`config.mk`:
```
export PLATFORM = sky130hd
export DESIGN_NAME = instr_mem_loader_flat
export DESIGN_NICKNAME = d
export VERILOG_FILES = /design/src/rtl/instr_mem_loader_if.sv /design/src/rtl/instr_mem_loader.sv /design/src/flat_wrapper.sv
export SDC_FILE = /design/constraint.sdc
export NUM_CORES = 1
export LEC_CHECK = 0
export ABC_CLOCK_PERIOD_IN_PS = 2300
export BUFFER_PORTS_ARGS = -buffer_cell sky130_fd_sc_hd__buf_4
export CAP_MARGIN = 10
export CORE_ASPECT_RATIO = 1.75
export CORE_MARGIN = 5
export CORE_UTILIZATION = 48
export CTS_CLUSTER_DIAMETER = 200
export DETAILED_ROUTE_END_ITERATION = 6
export GPL_TIMING_DRIVEN = 1
export PLACE_DENSITY = 0.75
export SLEW_MARGIN = 30
export SYNTH_ARGS = -nofsm -noshare
export SYNTH_HDL_FRONTEND = slang
export SYNTH_SLANG_ARGS = --single-unit
```
`constraint.sdc`:
```
create_clock -name i_clk -period 2.3 [get_ports i_clk]
set_input_delay 0.23 -clock i_clk [delete_from_list [all_inputs] [get_ports i_clk]]
set_output_delay 0.23 -clock i_clk [all_outputs]
set_load 0.01 [all_outputs]
```
`src/rtl/instr_mem_loader_if.sv`:
```
// Byte-stream input and instruction-memory write port of the instruction memory loader.
// The slave modport is the loader's view; the master modport is the feeder/consumer side.
interface instr_mem_loader_if #(
    parameter int unsigned NBITS     = 32,
    parameter int unsigned MEM_DEPTH = 256
);
    localparam int unsigned CNT_W = $clog2(MEM_DEPTH) + 1;

    logic             i_start;
    logic [7:0]       i_rx_data;
    logic             i_rx_valid;
    logic             o_wr_en;
    logic [NBITS-1:0] o_wr_data;
    logic [NBITS-1:0] o_wr_addr;
    logic [CNT_W-1:0] o_word_count;
    logic             o_busy;
    logic             o_done;
    logic             o_overflow;

    modport slave (
        input  i_start, i_rx_data, i_rx_valid,
        output o_wr_en, o_wr_data, o_wr_addr, o_word_count, o_busy, o_done, o_overflow
    );

    modport master (
        output i_start, i_rx_data, i_rx_valid,
        input  o_wr_en, o_wr_data, o_wr_addr, o_word_count, o_busy, o_done, o_overflow
    );
endinterface

```
`src/rtl/instr_mem_loader.sv`:
```
// Assembles big-endian UART bytes into instruction words and writes them to sequential
// word addresses until the halt word is written or the memory is full.
module instr_mem_loader #(
    parameter int unsigned      NBITS     = 32,
    parameter int unsigned      MEM_DEPTH = 256,
    parameter logic [NBITS-1:0] HALT_WORD = 32'hFFFF_FFFF
) (
    input  logic                i_clk,
    input  logic                i_rst,
    instr_mem_loader_if.slave   bus
);
    localparam int unsigned CNT_W = $clog2(MEM_DEPTH) + 1;

    typedef enum logic [1:0] {
        IDLE  = 2'd0,
        RECV  = 2'd1,
        WRITE = 2'd2,
        DONE  = 2'd3
    } state_e;

    state_e           state_q,    state_d;
    logic [NBITS-1:0] shift_q,    shift_d;
    logic [1:0]       byte_cnt_q, byte_cnt_d;
    logic [CNT_W-1:0] word_cnt_q, word_cnt_d;
    logic             wr_en_q,    wr_en_d;
    logic [NBITS-1:0] wr_data_q,  wr_data_d;
    logic [NBITS-1:0] wr_addr_q,  wr_addr_d;
    logic             busy_q,     busy_d;
    logic             done_q,     done_d;
    logic             overflow_q, overflow_d;

    // State and registered outputs; reset discards any partial word.
    always_ff @(posedge i_clk or negedge i_rst) begin
        if (!i_rst) begin
            state_q    <= IDLE;
            shift_q    <= '0;
            byte_cnt_q <= '0;
            word_cnt_q <= '0;
            wr_en_q    <= 1'b0;
            wr_data_q  <= '0;
            wr_addr_q  <= '0;
            busy_q     <= 1'b0;
            done_q     <= 1'b0;
            overflow_q <= 1'b0;
        end else begin
            state_q    <= state_d;
            shift_q    <= shift_d;
            byte_cnt_q <= byte_cnt_d;
            word_cnt_q <= word_cnt_d;
            wr_en_q    <= wr_en_d;
            wr_data_q  <= wr_data_d;
            wr_addr_q  <= wr_addr_d;
            busy_q     <= busy_d;
            done_q     <= done_d;
            overflow_q <= overflow_d;
        end
    end

    // Next state; the write strobe is launched together with the transition into WRITE.
    always_comb begin
        state_d    = state_q;
        shift_d    = shift_q;
        byte_cnt_d = byte_cnt_q;
        word_cnt_d = word_cnt_q;
        wr_en_d    = 1'b0;
        wr_data_d  = wr_data_q;
        wr_addr_d  = wr_addr_q;
        overflow_d = overflow_q;
        busy_d     = 1'b0;
        done_d     = 1'b0;

        unique case (state_q)
            IDLE: ;
            RECV: begin
                if (bus.i_rx_valid) begin
                    shift_d = {shift_q[NBITS-9:0], bus.i_rx_data};
                    if (byte_cnt_q == 2'd3) begin
                        state_d    = WRITE;
                        byte_cnt_d = 2'd0;
                        wr_en_d    = 1'b1;
                        wr_data_d  = {shift_q[NBITS-9:0], bus.i_rx_data};
                        wr_addr_d  = NBITS'(word_cnt_q) << 2;
                    end else begin
                        byte_cnt_d = byte_cnt_q + 2'd1;
                    end
                end
            end
            WRITE: begin
                word_cnt_d = word_cnt_q + CNT_W'(1);
                if (wr_data_q == HALT_WORD) begin
                    state_d    = DONE;
                    overflow_d = 1'b0;
                end else if (word_cnt_q + CNT_W'(1) == CNT_W'(MEM_DEPTH)) begin
                    state_d    = DONE;
                    overflow_d = 1'b1;
                end else begin
                    state_d = RECV;
                    // A byte arriving during the write starts the next word.
                    if (bus.i_rx_valid) begin
                        shift_d    = {shift_q[NBITS-9:0], bus.i_rx_data};
                        byte_cnt_d = 2'd1;
                    end
                end
            end
            DONE: ;
            default: state_d = IDLE;
        endcase

        // Start overrides everything in every state; a write already in flight still completes.
        if (bus.i_start) begin
            state_d    = RECV;
            byte_cnt_d = 2'd0;
            word_cnt_d = '0;
            overflow_d = 1'b0;
            wr_en_d    = 1'b0;
            wr_data_d  = wr_data_q;
            wr_addr_d  = wr_addr_q;
        end

        busy_d = (state_d == RECV) || (state_d == WRITE);
        done_d = (state_d == DONE);
    end

    assign bus.o_wr_en      = wr_en_q;
    assign bus.o_wr_data    = wr_data_q;
    assign bus.o_wr_addr    = wr_addr_q;
    assign bus.o_word_count = word_cnt_q;
    assign bus.o_busy       = busy_q;
    assign bus.o_done       = done_q;
    assign bus.o_overflow   = overflow_q;

endmodule

```
`src/flat_wrapper.sv`:
```
// flat-port wrapper written by rule: the top's interface ports become plain ports
module instr_mem_loader_flat 
#(
    parameter int unsigned      NBITS     = 32,
    parameter int unsigned      MEM_DEPTH = 256,
    parameter logic [NBITS-1:0] HALT_WORD = 32'hFFFF_FFFF
)
  (i_clk, i_rst, bus_i_start, bus_i_rx_data, bus_i_rx_valid, bus_o_wr_en, bus_o_wr_data, bus_o_wr_addr, bus_o_word_count, bus_o_busy, bus_o_done, bus_o_overflow);
  instr_mem_loader_if #(.NBITS(NBITS), .MEM_DEPTH(MEM_DEPTH)) bus_i ();
  input  logic i_clk;
  input  logic i_rst;
  input wire logic [$bits(bus_i.i_start)-1:0] bus_i_start;
  input wire logic [$bits(bus_i.i_rx_data)-1:0] bus_i_rx_data;
  input wire logic [$bits(bus_i.i_rx_valid)-1:0] bus_i_rx_valid;
  output wire logic [$bits(bus_i.o_wr_en)-1:0] bus_o_wr_en;
  output wire logic [$bits(bus_i.o_wr_data)-1:0] bus_o_wr_data;
  output wire logic [$bits(bus_i.o_wr_addr)-1:0] bus_o_wr_addr;
  output wire logic [$bits(bus_i.o_word_count)-1:0] bus_o_word_count;
  output wire logic [$bits(bus_i.o_busy)-1:0] bus_o_busy;
  output wire logic [$bits(bus_i.o_done)-1:0] bus_o_done;
  output wire logic [$bits(bus_i.o_overflow)-1:0] bus_o_overflow;
  assign bus_i.i_start = bus_i_start;
  assign bus_i.i_rx_data = bus_i_rx_data;
  assign bus_i.i_rx_valid = bus_i_rx_valid;
  assign bus_o_wr_en = bus_i.o_wr_en;
  assign bus_o_wr_data = bus_i.o_wr_data;
  assign bus_o_wr_addr = bus_i.o_wr_addr;
  assign bus_o_word_count = bus_i.o_word_count;
  assign bus_o_busy = bus_i.o_busy;
  assign bus_o_done = bus_i.o_done;
  assign bus_o_overflow = bus_i.o_overflow;
  instr_mem_loader #(.NBITS(NBITS), .MEM_DEPTH(MEM_DEPTH), .HALT_WORD(HALT_WORD)) u_core (.i_clk(i_clk), .i_rst(i_rst), .bus(bus_i));
endmodule
```
==> results of run 1 <==
## stage by stage
| stage | util | power [mW] | cells | cell area [µm²] |
|---|---|---|---|---|
| after floorplan | - | 2.17 | 367 | 3920 |
| after detailed placement | 0.557 | 2.43 | 492 | 4370 |
| final | 0.598 | 3.90 | 509 | 4700 |
| after global routing | 0.598 | 4.06 | 509 | 4700 |
| after global placement | 0.557 | 2.40 | 492 | 4370 |
| after CTS | 0.598 | 3.92 | 509 | 4700 |
## final timing paths
path / start / to / slack, ns / depth (start not counted)
worst max-delay path: u_core.bus.o_word_count[5] / u_core.shift_q[6] / 0.25 / 6
worst min-delay path: bus_i_rx_data[1] / u_core.shift_q[1] / 0.13 / 2
worst max register to register: u_core.bus.o_word_count[5] / u_core.shift_q[6] / 0.25 / 6
worst min register to register: u_core.bus.o_wr_addr[7] / u_core.bus.o_wr_addr[7] / 0.51 / 1
max in group asynchronous: i_rst / u_core.bus.o_wr_data[31] / 1.29 / 3
min in group asynchronous: i_rst / u_core.shift_q[3] / 0.42 / 2
## logic make-up after synthesis
kind of cell,count (synthesis),share of synthesized area
mux,41,0.120
simple gates,95,0.117
xor+xnor,6,0.0137
compound gates,65,0.120
other cells,1,0.000977
flops,82,0.534
buf+inv,50,0.0785
fa+ha+maj,5,0.0163
## cells in the final DEF, fill, tap and decap left out, types with 2 or more instances in the layout
cell type / n
dfrtp_1: 81
buf_4: 76
nand2_1: 53
mux2_2: 40
o21ai_0: 29
a31o_2: 24
conb_1: 23
nand4_1: 11
clkbuf_16: 9
nor2_1: 8
inv_1: 7
a21oi_1: 5
ha_1: 5
nand3_1: 4
xor2_1: 4
clkbuf_8: 4
nor4_1: 3
nand3b_1: 3
nand2b_1: 2
xnor2_1: 2
nor2b_1: 2
nor3_1: 2
or3_1: 2
clkbuf_1: 2
buf_12: 2
## synthesized netlist by cell type (all sizes together) (2+ instances only)
cell / n / area, µm²
dfrtp: 82 / 2050
nand2: 53 / 199
mux2: 40 / 450
o21ai: 29 / 145
buf: 27 / 215
a31o: 25 / 219
clkbuf: 16 / 60.1
nand4: 11 / 68.8
nor2: 8 / 30.0
inv: 7 / 26.3
a21oi: 5 / 25.0
ha: 5 / 62.6
nand3: 4 / 20.0
xor2: 4 / 35.0
nand3b: 3 / 22.5
nor3: 3 / 20.0
nor4: 3 / 18.8
a221oi: 2 / 35.0
nand2b: 2 / 12.5
nor2b: 2 / 12.5
or3: 2 / 12.5
xnor2: 2 / 17.5
## repair_timing
item | CTS | global route
endpoints found under the hold margin | 40 | 0
hold buffers | 1 | 0
setup buffers | 0 | 0
## layout make-up
class | instances | area, µm² | share of cell area
clock buffer | 15 | 288 | 0.0612
clock inverter | 1 | 30.0 | 0.00639
inverter | 7 | 26.3 | 0.00559
multi-input combinational | 235 | 1570 | 0.334
sequential | 82 | 2050 | 0.437
tap | 90 | 113 | 0.0240
timing repair buffer | 79 | 621 | 0.132
## sequential cells by signal, indices dropped and copies added, names as in the netlist
signal and count:
u_core.bus.o_busy 1, u_core.bus.o_done 1, u_core.bus.o_overflow 1, u_core.bus.o_word_count 9
u_core.bus.o_wr_addr 9, u_core.bus.o_wr_data 32, u_core.bus.o_wr_en 1, u_core.byte_cnt_q 2
u_core.shift_q 24, u_core.state_q 2
## power by group
| part | internal [mW] | switching [mW] | total, mW | leakage, nW |
|---|---|---|---|---|
| clock network | 0.960 | 0.540 | 1.50 | 0.156 |
| registers | 1.63 | 0.172 | 1.80 | 1.09 |
| logic | 0.315 | 0.280 | 0.595 | 1.06 |
## metal layers
metal,track usage,up-vias,routed length (µm)
li1,-,1308,-
met1,0.204,1382,3100
met2,0.295,79,4460
met3,0.0274,14,446
met4,0.0962,0,201
met5,0,-,0
==> results.txt, run 1 <==
status: finished, final reports clean
Antenna diodes: 0
post-route minimum period: 2.05 ns
number of routed nets with antenna violations: 0
Die Y: 128 µm
Max VDD drop: 0.472 mV
syn_area_per_cell: 11.1 µm²
number of max-cap violations: 0
Post-Route WL: 8200 µm
Syn Inst Count: 345
# fillers: 651
max-slew violation count: 0
crit-path max FO: 25
Data arrival, critical path: 2.28 ns
H-tree depth: 3
Initial Util: 0.489
clock root cell: clkbuf_16
DP Wirelength: 5740 µm
worst-case clock buffer depth: 2
number of global-route vias before repair: 2743
Slowest-stage cell, CP: or4_1
Period Utilization, post-route: 0.893
clock net sink count: 82
worst path cell trace: or4_1 > nor3_2 > a211oi_2 > nand2b_1 > buf_4 > a31o_2
IO buf count: 65
Inserted Clock Buffers: 9
largest net degree at the start of global routing: 43
CP Data Required Time: 2.53 ns
layout cell share with drive strength beyond 1: 0.382
first drt pass iteration count: 4
Cell Rows: 43
gpl congestion: 0.783
layout overhead on the synthesized area: 22.4%
Final setup violation count: 0
fraction of registers with async set/reset: 1.00
I/O pin count: 89
yosys warns: 0
P_leak: 2.31 nW
GRT Util Overall: 0.173
top_reg_cell synth: dfrtp_1
Pwr Density: 829 mW/mm²
clock-pin slew on the worst setup and hold paths: 0.06 ns
average routed wire per standard cell: 16.1 µm
CTS resizes: 0
Seq/Total Area, Yosys: 0.534
slowest stage delay, CP: 0.51 ns
Hold Slack: 0.134 ns
Distinct cells, synth: 38
latest clock arrival within the worst-skew pair: 0.34 ns
Total Nets Final: 431
final worst slack: 0.247 ns
core area: 0.00786 mm²
Top delay family on crit path: simple AND/OR/NAND/NOR gates
Slew HR: 0.654
die footprint: 0.00996 mm²
TritonCTS clock tree: built
Worst Clk Skew: 0.00692 ns
RSZ-0062 raised after global routing: no
number of flops mapped to enable cells by yosys: 0
area of the mapped netlist: 0.00384 mm²
initial antenna violation count: 0
global-route wire length before repair: 13600 µm
Placement Setup Slack: 0.264 ns
Max Freq: 0.487 GHz
die extent in x: 77.6 µm
final hold violation count: 0
DR vias: 2783
Hold Crit Class: in -> reg
initial DRC count: 161
Setup crit end kind: register
vias per std cell: 5.47
Setup crit start kind: register
Setup TNS: 0 ns
GR Overflow Total: 0
actual slew at the worst max-slew pin: 0.519 ns
drc violations: 0
WP buf/inv: 1
Seq cells post-synth: 82
Crit Path Category: reg -> reg
Note: power is estimated with default switching activity, not from simulation.
==> run 2: changes to the inputs <==
- ABC_AREA: unset -> 1
- PLACE_DENSITY: 0.75 -> 0.76
==> run 2 against run 1 <==
Combinational power grew 140%. Clock-buffer cell count shrank 3. First-iteration DRC count grew 37%. Clock skew shrank 0.0021 ns. Synthesized cell count grew 26%. Hold slack lost 0.037 ns. Cell count grew 17%. Non-clock buffer count shrank 5. Sequential cell count is the same. Synthesized area shrank 3.7%.
==> results.txt, run 2 <==
die extent in x: 76.4 µm (-1.6%)
Post-Route WL: 8140 µm (-0.79%)
TritonCTS clock tree: built
Syn Inst Count: 435 (+26%)
H-tree depth: 3 (unchanged)
GR Overflow Total: 0 (unchanged)
area of the mapped netlist: 0.00370 mm² (-3.7%)
number of global-route vias before repair: 2966 (+8.1%)
DR vias: 2987 (+7.3%)
IO buf count: 65 (unchanged)
Distinct cells, synth: 25 (-34%)
actual slew at the worst max-slew pin: 0.650 ns (+0.130 ns)
Top delay family on crit path: simple AND/OR/NAND/NOR gates
Antenna diodes: 0 (unchanged)
commonest cells in the netlist: 201 x nand2_1, 82 x dfrtp_1, 34 x nand3_1
average routed wire per standard cell: 13.6 µm (-15%)
commonest non-fill, non-tap cells in the layout: 201 x nand2_1, 82 x dfrtp_1, 72 x buf_4
Period Utilization, post-route: 0.877 (-0.0151)
clock-pin slew on the worst setup and hold paths: 0.06 ns (about the same)
yosys warns: 0 (unchanged)
Synth area leader: dfrtp_1
Inserted Clock Buffers: 9 (unchanged)
core area: 0.00757 mm² (-3.7%)
Max VDD drop: 0.699 mV (+48%)
I/O pin count: 89 (unchanged)
most frequent cell after synthesis: nand2_1
fraction of registers with async set/reset: 1.00 (unchanged)
number of flip-flops under the largest register name: 32 (unchanged)
top post-synthesis cells by area: dfrtp_1 55%, nand2_1 20%, buf_4 4.9%
RSZ-0062 raised after global routing: no
vias per std cell: 5.00 (-8.5%)
gpl congestion: 0.874 (+12%)
layout overhead on the synthesized area: 21.4%
Slew HR: 0.567 (-0.0870)
number of flops mapped to enable cells by yosys: 0 (unchanged)
WP buf/inv: 1 (unchanged)
# hold bufs at CTS: 1 (unchanged)
most common cell after layout, fill and taps aside: nand2_1
Hold Crit Class: in -> reg
clock root cell: clkbuf_16
Seq/Total Area, Yosys: 0.555 (+0.0204)
initial antenna violation count: 0 (unchanged)
Hold Slack: 0.0968 ns (-0.0369 ns)
Cell Rows: 42 (-2.3%)
die footprint: 0.00963 mm² (-3.3%)
Total Nets Final: 522 (+21%)
Setup Fix Bufs, Post-CTS: 0 (unchanged)
post-route minimum period: 2.02 ns (-0.0346 ns)
Setup crit end kind: register
Max Freq: 0.496 GHz (+1.7%)
CTS resizes: 0 (unchanged)
final instance area: 0.00449 mm² (-4.4%)
Slowest-stage cell, CP: dfrtp_1
Data arrival, critical path: 2.25 ns (-0.03 ns)
P_leak: 2.46 nW (+6.3%)
layout cell share with drive strength beyond 1: 0.187 (-0.195)
worst-case clock buffer depth: 2 (unchanged)
Initial Util: 0.489 (about the same)
Worst Clk Skew: 0.00484 ns (-0.00209 ns)
number of max-cap violations: 0 (unchanged)
clock net sink count: 82 (unchanged)
Setup TNS: 0 ns (unchanged)
Seq cells post-synth: 82 (unchanged)
DP Wirelength: 5750 µm (+0.26%)
slowest stage delay, CP: 0.40 ns (-0.11 ns)
placed cell areas: 0.00420 mm² (-4.0%)
latest clock arrival within the worst-skew pair: 0.34 ns (about the same)
number of routed nets with antenna violations: 0 (unchanged)
status: finished, final reports clean
largest net degree at the start of global routing: 51 (+19%)
max-slew violation count: 0 (unchanged)
worst path cell trace: ha_1 > nand2_1 > nor2_2 > nand3_1 > nand2_1 > nor2_2 > nand3_2 > nand2_4 > nand2_4 > buf_4 > nand2_8 > nand2_1 > nand2_1
syn_area_per_cell: 8.50 µm² (-24%)
Final setup violation count: 0 (unchanged)
CP dominant cell by count: nand2_1
Crit Path Category: reg -> reg
initial DRC count: 221 (+37%)
crit-path max FO: 24 (-4.0%)
CP Data Required Time: 2.53 ns (about the same)
Pwr Density: 1130 mW/mm² (+37%)
Die Y: 126 µm (-1.7%)
top_reg_cell synth: dfrtp_1
global-route wire length before repair: 14100 µm (+3.2%)
first drt pass iteration count: 6 (+2)
Setup crit start kind: register
final hold violation count: 0 (unchanged)
GRT Util Overall: 0.178 (+0.00558)
drc violations: 0 (unchanged)
share of the synthesized area in the top cell type: 0.555 (+0.0204)
[run 2: cell count changes after synthesis, sizes merged, moves of 3 or more]
cell    previous run  this run
a31o              25         0
clkbuf            16         9
inv                7        17
mux2              40         0
nand2             53       204
nand3              4        35
nand4             11         6
nor2               8        18
nor4               3         0
o21ai             29        20
xor2               4         1
[run 2: kinds of logic after synthesis]
group	synth area share
AND/OR/NAND/NOR	0.301
flip-flops	0.555
buffers and inverters	0.0873
AO/OA/AOI/OAI	0.0369
adder cells (fa/ha/maj)	0.0169
XOR/XNOR	0.00237
other	0.00101
[run 2: cell type report]
class	instances	area, µm²
Fill cell	639	3080
Sequential cell	82	2050
Multi-Input combinational cell	321	1410
Timing Repair Buffer	74	571
Clock buffer	12	246
Tap cell	88	110
Inverter	17	63.8
Clock inverter	3	40.0
[run 2: final timing paths]
kind | cells after the start | start | slack, ns | to
hold / removal | 3 | bus_i_rx_data[5] | 0.1 | u_core.bus.o_wr_data[5]
max in group asynchronous | 3 | i_rst | 1.23 | u_core.bus.o_wr_data[13]
min in group asynchronous | 2 | i_rst | 0.45 | u_core.bus.o_wr_addr[2]
setup / recovery | 13 | u_core.bus.o_word_count[1] | 0.28 | u_core.shift_q[9]
setup reg to reg | 13 | u_core.bus.o_word_count[1] | 0.28 | u_core.shift_q[9]
hold reg to reg | 2 | u_core.shift_q[17] | 0.48 | u_core.bus.o_wr_data[25]
[run 2: worst reg2reg max path: cells and delay by family, from the launching register on]
kind / cells / cell delay, ns
buffers and inverters: 1 / 0.23
adders and majority gates: 1 / 0.21
DFF: 1 / 0.40
and+or+nand+nor: 11 / 1.07
[run 2: metal layers]
layer | share of wire | routed length [µm] | global-route usage | up-vias
li1 | - | - | - | 1472
met1 | 0.40 | 3240 | 0.209 | 1420
met2 | 0.52 | 4230 | 0.304 | 82
met3 | 0.060 | 489 | 0.0486 | 13
met4 | 0.022 | 177 | 0.0783 | 0
met5 | 0 | 0 | 0 | -
[run 2: where the power goes]
group          switching (mW)  internal [mW]
registers               0.350           1.90
clock network           0.543          0.861
logic                   0.797          0.641
total                    1.69           3.41
[run 2: per-stage QoR]
step	std cells	power [mW]	utilization	worst slack [ns]
2_1_floorplan	457	3.14	-	0.321
3_3_place_gp	581	3.66	0.554	0.372
3_5_place_dp	581	3.72	0.554	0.287
4_1_cts	597	5.13	0.594	0.266
5_1_grt	597	5.45	0.594	0.0525
6_report	597	5.10	0.594	0.282
==> run 3: changes to the inputs <==
- CAP_MARGIN: 10 -> unset
- PLACE_DENSITY: 0.76 -> unset
- PLACE_DENSITY_LB_ADDON: unset -> 0.15
==> run 3 against run 2 <==
Clock power is 3% higher. Routed wire length rose by 2.0%. Global-route usage is 0.15 points higher. Fmax down 1.7%. Largest power group unchanged.
==> results.txt, run 3 (same netlist as run 2, synthesis figures left out) <==
Initial Util: 0.489 (unchanged)
CP Data Required Time: 2.52 ns (about the same)
Die Y: 126 µm (unchanged)
CP dominant cell by count: nand2_1
Hold Crit Class: in -> reg
dpl cells: 582 (+0.17%)
initial DRC count: 193 (-13%)
largest net degree at the start of global routing: 51 (unchanged)
max-slew violation count: 0 (unchanged)
final hold violation count: 0 (unchanged)
I/O pin count: 89 (unchanged)
clock-pin slew on the worst setup and hold paths: 0.06 ns (about the same)
Final setup violation count: 0 (unchanged)
Crit Path Category: reg -> reg
latest clock arrival within the worst-skew pair: 0.34 ns (about the same)
Total Nets Final: 523 (+0.19%)
most common cell after layout, fill and taps aside: nand2_1
# fillers: 705 (+10%)
slowest stage delay, CP: 0.42 ns (+0.02 ns)
Inserted Clock Buffers: 9 (unchanged)
Worst Clk Skew: 0.00368 ns (-0.00116 ns)
Slowest-stage cell, CP: dfrtp_1
layout cell share with drive strength beyond 1: 0.194 (+0.00710)
Placement Setup Slack: 0.270 ns (-0.0168 ns)
clock net sink count: 82 (unchanged)
average routed wire per standard cell: 13.9 µm (+1.7%)
commonest non-fill, non-tap cells in the layout: 201 x nand2_1, 82 x dfrtp_1, 73 x buf_4
actual slew at the worst max-slew pin: 0.544 ns (-0.106 ns)
Pwr Density: 1140 mW/mm² (+0.25%)
crit-path max FO: 26 (+8.3%)
drc violations: 0 (unchanged)
P_leak: 2.47 nW (+0.71%)
DP Wirelength: 5940 µm (+3.3%)
layout overhead on the synthesized area: 22.2%
number of global-route vias before repair: 2938 (-0.94%)
GRT Util Overall: 0.180 (+0.00154)
first drt pass iteration count: 4 (-2)
number of routed nets with antenna violations: 0 (unchanged)
number of flip-flops under the largest register name: 32 (unchanged)
Cell Rows: 42 (unchanged)
gpl congestion: 0.908 (+3.8%)
Slew HR: 0.637 (+0.0705)
initial antenna violation count: 0 (unchanged)
Setup TNS: 0 ns (unchanged)
Max Freq: 0.487 GHz (-1.7%)
Max VDD drop: 0.588 mV (-16%)
RSZ-0062 raised after global routing: no
clock root cell: clkbuf_16
CTS resizes: 0 (unchanged)
die footprint: 0.00963 mm² (unchanged)
final non-filler cell total: 599 (+0.34%)
vias per std cell: 4.96 (-0.93%)
post-route minimum period: 2.05 ns (+0.0353 ns)
Antenna diodes: 0 (unchanged)
status: finished, final reports clean
die extent in x: 76.4 µm (unchanged)
Setup crit end kind: register
IO buf count: 65 (unchanged)
Setup crit start kind: register
TritonCTS clock tree: built
Period Utilization, post-route: 0.893 (+0.0153)
worst-case clock buffer depth: 2 (unchanged)
number of max-cap violations: 0 (unchanged)
GR Overflow Total: 0 (unchanged)
core area: 0.00757 mm² (unchanged)
H-tree depth: 3 (unchanged)
final worst slack: 0.247 ns (-0.0353 ns)
global-route wire length before repair: 14000 µm (-0.34%)
Setup Fix Bufs, Post-CTS: 0 (unchanged)
DR vias: 2969 (-0.60%)
worst path cell trace: ha_1 > nand2_1 > nor2_2 > nand3_1 > nand2_1 > nor2_2 > nand3_2 > nand2_4 > nand2_4 > buf_4 > nand2_8 > nand2_1 > nand2_1
Data arrival, critical path: 2.28 ns (+0.03 ns)
Post-Route WL: 8300 µm (+2.0%)
==> run 3: cell types whose count changed in the layout (fill, tap and decap cells not counted) <==
cell | before | now
buf_4 | 72 | 73
clkbuf_8 | 1 | 2
clkbuf_1 | 2 | 0
clkinvlp_4 | 0 | 1
clkinv_2 | 2 | 3
==> run 3: through the flow <==
| stage | util | total power, mW | area, µm² | hold slack [ns] |
|---|---|---|---|---|
| after floorplan | - | 3.14 | 3780 | -0.0656 |
| after global placement | 0.555 | 3.69 | 4200 | 0.258 |
| after detailed placement | 0.555 | 3.74 | 4200 | 0.256 |
| after CTS | 0.597 | 5.20 | 4520 | 0.0906 |
| after global routing | 0.597 | 5.52 | 4520 | 0.0897 |
| final | 0.597 | 5.14 | 4520 | 0.0973 |
==> run 3: routing by layer <==
metal | vias up | track usage | wire [µm]
met4 | 0 | 0.0906 | 246
met2 | 82 | 0.305 | 4220
met1 | 1397 | 0.207 | 3420
li1 | 1475 | - | -
met5 | - | 0 | 0
met3 | 15 | 0.0486 | 408
==> run 3: repair_timing <==
action,4_1_cts,5_1_grt
hold buffers,1,0
endpoints found under the setup margin,0,0
endpoints found under the hold margin,40,0
==> run 3: area by class of cell <==
cell class	count	area, µm²	area share
inverter	17	63.8	0.0141
multi-input combinational	321	1410	0.312
clock buffer	11	253	0.0559
clock inverter	5	52.6	0.0116
timing repair buffer	75	578	0.128
sequential	82	2050	0.454
tap	88	110	0.0244
==> run 3: report_power, final <==
part           switching (mW)  leakage [nW]  internal (mW)
clock                   0.548         0.151          0.893
combinational           0.795          1.24          0.638
sequential              0.362          1.09           1.90
total                    1.70          2.47           3.43
==> run 3: path summary, 6_finish.rpt <==
check | startpoint | end | slack [ns] | cells after the start
setup / recovery | u_core.bus.o_word_count[1] | u_core.shift_q[13] | 0.25 | 13
hold / removal | bus_i_rx_data[2] | u_core.bus.o_wr_data[2] | 0.1 | 3
setup reg to reg | u_core.bus.o_word_count[1] | u_core.shift_q[13] | 0.25 | 13
hold reg to reg | u_core.shift_q[21] | u_core.bus.o_wr_data[29] | 0.47 | 2
max in group asynchronous | i_rst | u_core.shift_q[22] | 1.27 | 3
min in group asynchronous | i_rst | u_core.bus.o_word_count[5] | 0.42 | 2
==> run 3: worst max-delay path, delay by kind of cell (launching register included) <==
kind | cells | cell delay, ns
fa+ha+maj | 1 | 0.23
buf+inv | 1 | 0.29
simple gates | 11 | 0.99
flops | 1 | 0.42
